==> src/rtl/keypad_pkg.sv <==
// Shared types and constants for the 4x4 keypad digit controller.
// Holds the FSM state type, the key legend table and the row-priority helper.
package keypad_pkg;

    typedef enum logic [1:0] {
        SCAN,
        PRESS_DB,
        HELD,
        RELEASE_DB
    } state_t;

    // Key legend indexed [row][col]; row 3 carries the E/0/F/D bottom row.
    localparam logic [3:0] KEYMAP [4][4] = '{
        '{4'h1, 4'h2, 4'h3, 4'hA},
        '{4'h4, 4'h5, 4'h6, 4'hB},
        '{4'h7, 4'h8, 4'h9, 4'hC},
        '{4'hE, 4'h0, 4'hF, 4'hD}
    };

    // Lowest-numbered active-low row wins when several rows are pulled down.
    function automatic logic [1:0] lowest_low_row(input logic [3:0] v);
        logic [1:0] idx;
        idx = 2'd0;
        for (int i = 3; i >= 0; i--) begin
            if (!v[i]) idx = 2'(i);
        end
        return idx;
    endfunction

endpackage

==> src/rtl/sync2.sv <==
// Two-flop synchronizer for asynchronous level inputs.
// Both stages reset to RESET_VAL so idle (pulled-up) inputs read as inactive.
module sync2 #(
    parameter int               WIDTH     = 4,
    parameter logic [WIDTH-1:0] RESET_VAL = '1
) (
    input  logic             clk,
    input  logic             reset,
    input  logic [WIDTH-1:0] d,
    output logic [WIDTH-1:0] q
);

    logic [WIDTH-1:0] meta;

    always_ff @(posedge clk or negedge reset) begin
        if (!reset) begin
            meta <= RESET_VAL;
            q    <= RESET_VAL;
        end else begin
            meta <= d;
            q    <= meta;
        end
    end

endmodule

==> src/rtl/keypad_digit_ctrl.sv <==
// Scans a 4x4 active-low keypad, debounces press and release, and shifts each
// accepted key into a two-digit history (s1 newest, s2 previous) for the display.
module keypad_digit_ctrl
    import keypad_pkg::*;
#(
    parameter int SCAN_DIV     = 4096,
    parameter int DEBOUNCE_CNT = 65536
) (
    input  logic       clk,
    input  logic       reset,
    input  logic [3:0] rows,
    output logic [3:0] cols,
    output logic [3:0] s1,
    output logic [3:0] s2,
    output logic       key_valid
);

    localparam int CNT_MAX = (SCAN_DIV > DEBOUNCE_CNT) ? SCAN_DIV : DEBOUNCE_CNT;
    localparam int CNT_W   = $clog2(CNT_MAX + 1);
    localparam logic [CNT_W-1:0] DWELL_LAST = CNT_W'(SCAN_DIV - 1);
    localparam logic [CNT_W-1:0] DB_LAST    = CNT_W'(DEBOUNCE_CNT - 1);
    localparam logic [CNT_W-1:0] CNT_ONE    = CNT_W'(1);

    state_t           state, state_n;
    logic [1:0]       col, col_n;
    logic [1:0]       row, row_n;
    logic [3:0]       pat, pat_n;
    logic [CNT_W-1:0] dwell, dwell_n;
    logic [CNT_W-1:0] deb, deb_n;
    logic [3:0]       s1_n, s2_n;
    logic             key_valid_n;
    logic [3:0]       rsync;

    sync2 #(
        .WIDTH     (4),
        .RESET_VAL (4'hF)
    ) u_row_sync (
        .clk   (clk),
        .reset (reset),
        .d     (rows),
        .q     (rsync)
    );

    assign cols = ~(4'b0001 << col);

    always_ff @(posedge clk or negedge reset) begin
        if (!reset) begin
            state     <= SCAN;
            col       <= 2'd0;
            row       <= 2'd0;
            pat       <= 4'hF;
            dwell     <= '0;
            deb       <= '0;
            s1        <= 4'h0;
            s2        <= 4'h0;
            key_valid <= 1'b0;
        end else begin
            state     <= state_n;
            col       <= col_n;
            row       <= row_n;
            pat       <= pat_n;
            dwell     <= dwell_n;
            deb       <= deb_n;
            s1        <= s1_n;
            s2        <= s2_n;
            key_valid <= key_valid_n;
        end
    end

    // Detection takes priority over the column advance so a press seen on the
    // last dwell cycle is still attributed to the column that produced it.
    always_comb begin
        state_n     = state;
        col_n       = col;
        row_n       = row;
        pat_n       = pat;
        dwell_n     = dwell;
        deb_n       = deb;
        s1_n        = s1;
        s2_n        = s2;
        key_valid_n = 1'b0;

        case (state)
            SCAN: begin
                if (rsync != 4'hF) begin
                    row_n   = lowest_low_row(rsync);
                    pat_n   = rsync;
                    deb_n   = '0;
                    state_n = PRESS_DB;
                end else if (dwell == DWELL_LAST) begin
                    dwell_n = '0;
                    col_n   = col + 2'd1;
                end else begin
                    dwell_n = dwell + CNT_ONE;
                end
            end

            PRESS_DB: begin
                if (rsync != pat) begin
                    state_n = SCAN;
                    col_n   = col + 2'd1;
                    dwell_n = '0;
                end else if (deb == DB_LAST) begin
                    s2_n        = s1;
                    s1_n        = KEYMAP[row][col];
                    key_valid_n = 1'b1;
                    deb_n       = '0;
                    state_n     = HELD;
                end else begin
                    deb_n = deb + CNT_ONE;
                end
            end

            // Only the accepted key's row matters here; extra rows are ignored.
            HELD: begin
                if (rsync[row]) begin
                    deb_n   = '0;
                    state_n = RELEASE_DB;
                end
            end

            RELEASE_DB: begin
                if (!rsync[row]) begin
                    deb_n   = '0;
                    state_n = HELD;
                end else if (deb == DB_LAST) begin
                    deb_n   = '0;
                    dwell_n = '0;
                    col_n   = col + 2'd1;
                    state_n = SCAN;
                end else begin
                    deb_n = deb + CNT_ONE;
                end
            end

            default: state_n = SCAN;
        endcase
    end

endmodule

==> config.mk <==
export PLATFORM = sky130hd
export DESIGN_NAME = keypad_digit_ctrl
export DESIGN_NICKNAME = d
export VERILOG_FILES = /design/src/rtl/keypad_pkg.sv /design/src/rtl/sync2.sv /design/src/rtl/keypad_digit_ctrl.sv
export SDC_FILE = /design/constraint.sdc
export NUM_CORES = 1
export LEC_CHECK = 0
export BUFFER_PORTS_ARGS = -buffer_cell sky130_fd_sc_hd__clkbuf_2
export CAP_MARGIN = 5
export CORE_MARGIN = 4
export CORE_UTILIZATION = 30
export DETAILED_ROUTE_END_ITERATION = 7
export GPL_ROUTABILITY_DRIVEN = 0
export PLACE_DENSITY = 0.53
export RECOVER_POWER = 25
export SYNTH_ARGS = -nofsm -noshare
export SYNTH_HDL_FRONTEND = slang
export SYNTH_SLANG_ARGS = --single-unit
==> constraint.sdc <==
create_clock -name clk -period 2.4 [get_ports clk]
set_clock_uncertainty 0.2 [all_clocks]
set_input_delay 0 -clock clk [delete_from_list [all_inputs] [get_ports clk]]
set_output_delay 0 -clock clk [all_outputs]
set_load 0.02 [all_outputs]
==> impl_metrics.csv <==
group,metric,value,unit
sta,setup_violations,0,
yosys,netlist_top_cells_count,"dfrtp_1 (49), nand2_1 (29), nand3_1 (22), inv_1 (20), a21oi_1 (18)",
sta,worst_slack,0.0614,ns
floorplanning,core,0.0109,mm2
clock_tree,cts.path.max_buffers,2,
hold_path,timing.hold.worst.class,"in2reg",
placement,dpl_cell_area,0.00385,mm2
sta,min_period_over_period,0.974,
yosys,synth_top_area_frac,0.364,
placement,numPortBuffers,18,
clock_tree,cts_inserted_buffers,9,
setup_path,critPathKind,"reg2reg",
clock_tree,root_buffer,"clkbuf_16",
yosys,synth_cells,347,
yosys,yosys.area_share.simple,0.210,
drt,first_iter_violations,141,
drt,dr.pass1.iters,5,
floorplanning,row_count,38,
global_route,first_global_vias,2756,
yosys,synthFlopType,"dfrtp_1",
floorplanning,die_h,114,um
cells_and_area,fin_nets,416,
yosys,syn_nets,359,
drt,num_vias,2831,
yosys,synth_compound_area_frac,0.211,
global_route,antenna_found_initial,0,
floorplanning,io_pins,19,
cells_and_area,drive_gt1_frac,0.257,
drt,drc,0,
drt,wl_per_cell,14.0,um
yosys,synth-edff-count,0,
global_route,grtUsageTotal,0.124,
global_route,grt_pass1_wl,13000,um
setup_path,crit_fanout,12,
yosys,synth.area.mux_share,0.0386,
clock_tree,clk_latency,0.33,ns
floorplanning,die_area,0.0130,mm2
placement,place_ws,0.00809,ns
outcome,run_status,"finished, final reports clean",
yosys,synth_area_leaders,"dfrtp_1 (36%), dfstp_2 (9.4%), nand3_1 (3.3%)",
yosys,synthArstFlopShare,1.00,
yosys,seq_area_frac_synth,0.458,
sta,worst_slew_pin_slew,1.33,ns
setup_path,path_cells,"xor2_2 -> nor4_4 -> o32ai_4 -> buf_6 -> buf_4 -> o21bai_1 -> a22o_1",
clock_tree,htreeDepth,3,
sta,slew_violations,0,
power_and_ir_drop,ir_drop,0.447,mV
sta,clock.fmax,0.428,GHz
yosys,synth_top_family_by_area,"compound AO/OA/AOI/OAI gates",
clock_tree,clk_pin_slew_worst_paths,0.05,ns
cells_and_area,antenna_cells,0,
cells_and_area,final_cell_area,0.00428,mm2
drt,ant_nets,0,
yosys,yosys_register_bits,61,
sta,holdWs,0.0976,ns
yosys,synthAdderAreaFrac,0.0223,
sta,finalHoldViolations,0,
setup_path,worst_setup_path_end_kind,"flip-flop",
yosys,synth-xor-area-share,0.0130,
floorplanning,start_util,0.308,
global_route,grt_max_degree,41,
cells_and_area,nFillCells,1091,
sta,slew_headroom,0.113,
setup_path,cp.arrival,2.35,ns
clock_tree,cts_tree,"done",
setup_path,start_kind,"flip-flop",
placement,dp.cells,522,
clock_tree,clock_sinks,61,
power_and_ir_drop,p_leak,0.00186,uW
yosys,yosysMostFrequentCell,"dfrtp_1",
global_route,gr-total-overflow,0,
placement,place_hpwl,5350,um
floorplanning,die_x,114,um
yosys,synth_area,0.00337,mm2
setup_path,crit_path_max_incr_delay,0.60,ns
yosys,yosys_warnings,0,
yosys,synth_top_area_cell,"dfrtp_1",
cells_and_area,final_cells,549,
yosys,ys_types,54,
drt,drt-total-wl,7660,um
sta,rsz0062_at_grt,"yes",
cells_and_area,synthToLayoutAreaGrowth,27.2,%
drt,via_per_inst,5.16,
yosys,syn_avg_cell_area,9.71,um2
sta,fin_crit,2.34,ns
job,drv_cap,0,
power_and_ir_drop,power_density,976,mW/mm2
cells_and_area,fin_util,0.392,
setup_path,cp_data_required_time,2.41,ns
setup_path,slowest_stage,"dfstp_2",
-- power by group --
| part | switching, uW | internal [uW] | total [uW] |
|---|---|---|---|
| clock | 466 | 758 | 1220 |
| combinational | 873 | 757 | 1630 |
| sequential | 142 | 1180 | 1330 |
-- logic make-up (layout without fill, tap and decap cells) --
kind of cell               Yosys count  count (layout)
buffers and inverters               36              98
xor gates and xnor gates             5               5
adders and majority gates            6               6
and+or+nand+nor                    129             129
DFF                                 61              61
muxes                               12              12
AOI/OAI and AO/OA                   98              98
-- through the flow --
step | setup TNS (ns) | power, uW
after floorplan | 0 | 2340
after global placement | 0 | 2820
after detailed placement | 0 | 2840
after CTS | 0 | 4100
after global routing | -0.143 | 4470
final | 0 | 4180
-- state kept, by name, summed over array words and instances, names as in the netlist --
| register | flops |
|---|---|
| s2 | 4 |
| dwell | 17 |
| u_row_sync.q | 4 |
| u_row_sync.meta | 4 |
| deb | 17 |
| pat | 4 |
| col | 2 |
| row | 2 |
| key_valid | 1 |
| state | 2 |
| s1 | 4 |
-- what timing repair did --
item,in CTS,in global routing
setup buffers,0,5
endpoints found under the setup margin,0,17
resized for setup,0,11
hold buffers,5,0
endpoints found under the hold margin,53,0
-- worst max-delay path, delay by kind of cell, from the launching register on --
family	cells	cell delay, ns
buffers and inverters	2	0.31
AOI/OAI and AO/OA	3	0.58
and+or+nand+nor	1	0.42
DFF	1	0.60
xor gates and xnor gates	1	0.10
-- layout by cell type, fill, tap and decap left out, drive strengths merged, types with 9 or more instances in the layout --
cell    synthesis  final
dfrtp          49     49
buf             9     38
clkbuf          7     31
nand2          29     29
nand3          22     22
inv            20     20
a21oi          18     18
nor2           17     17
dfstp          12     12
a21o           12     12
o21ai          11     11
o22ai          10     10
nand4           9      9
nor4            9      9
-- layout make-up --
type,count,area [um2],share of cell area
multi-input combinational,250,1700,0.398
sequential,61,1540,0.360
timing repair buffer,62,499,0.117
clock buffer,12,256,0.0599
tap,140,175,0.0409
inverter,20,75.1,0.0175
clock inverter,4,32.5,0.00759
-- layer usage --
layer  share of wire  global-route usage  wire length (um)  vias to the layer above
li1                -                   -                 -                     1395
met4           0.018              0.0530               140                        0
met3           0.041              0.0350               316                       10
met2            0.46               0.192              3560                       52
met5               0                   0                 0                        -
met1            0.48               0.164              3650                     1374
-- final timing paths --
| path | slack [ns] | end | startpoint | cells past startpoint |
|---|---|---|---|---|
| max in group asynchronous | 0.82 | pat[3] | reset | 3 |
| worst max-delay path | 0.06 | deb[2] | u_row_sync.q[2] | 7 |
| worst min-delay path | 0.1 | u_row_sync.meta[0] | rows[0] | 2 |
| worst min register to register | 0.16 | u_row_sync.q[0] | u_row_sync.meta[0] | 0 |
| min in group asynchronous | 0.29 | deb[1] | reset | 2 |
| worst max register to register | 0.06 | deb[2] | u_row_sync.q[2] | 7 |
No activity file was read; power rests on OpenSTA's default activity.
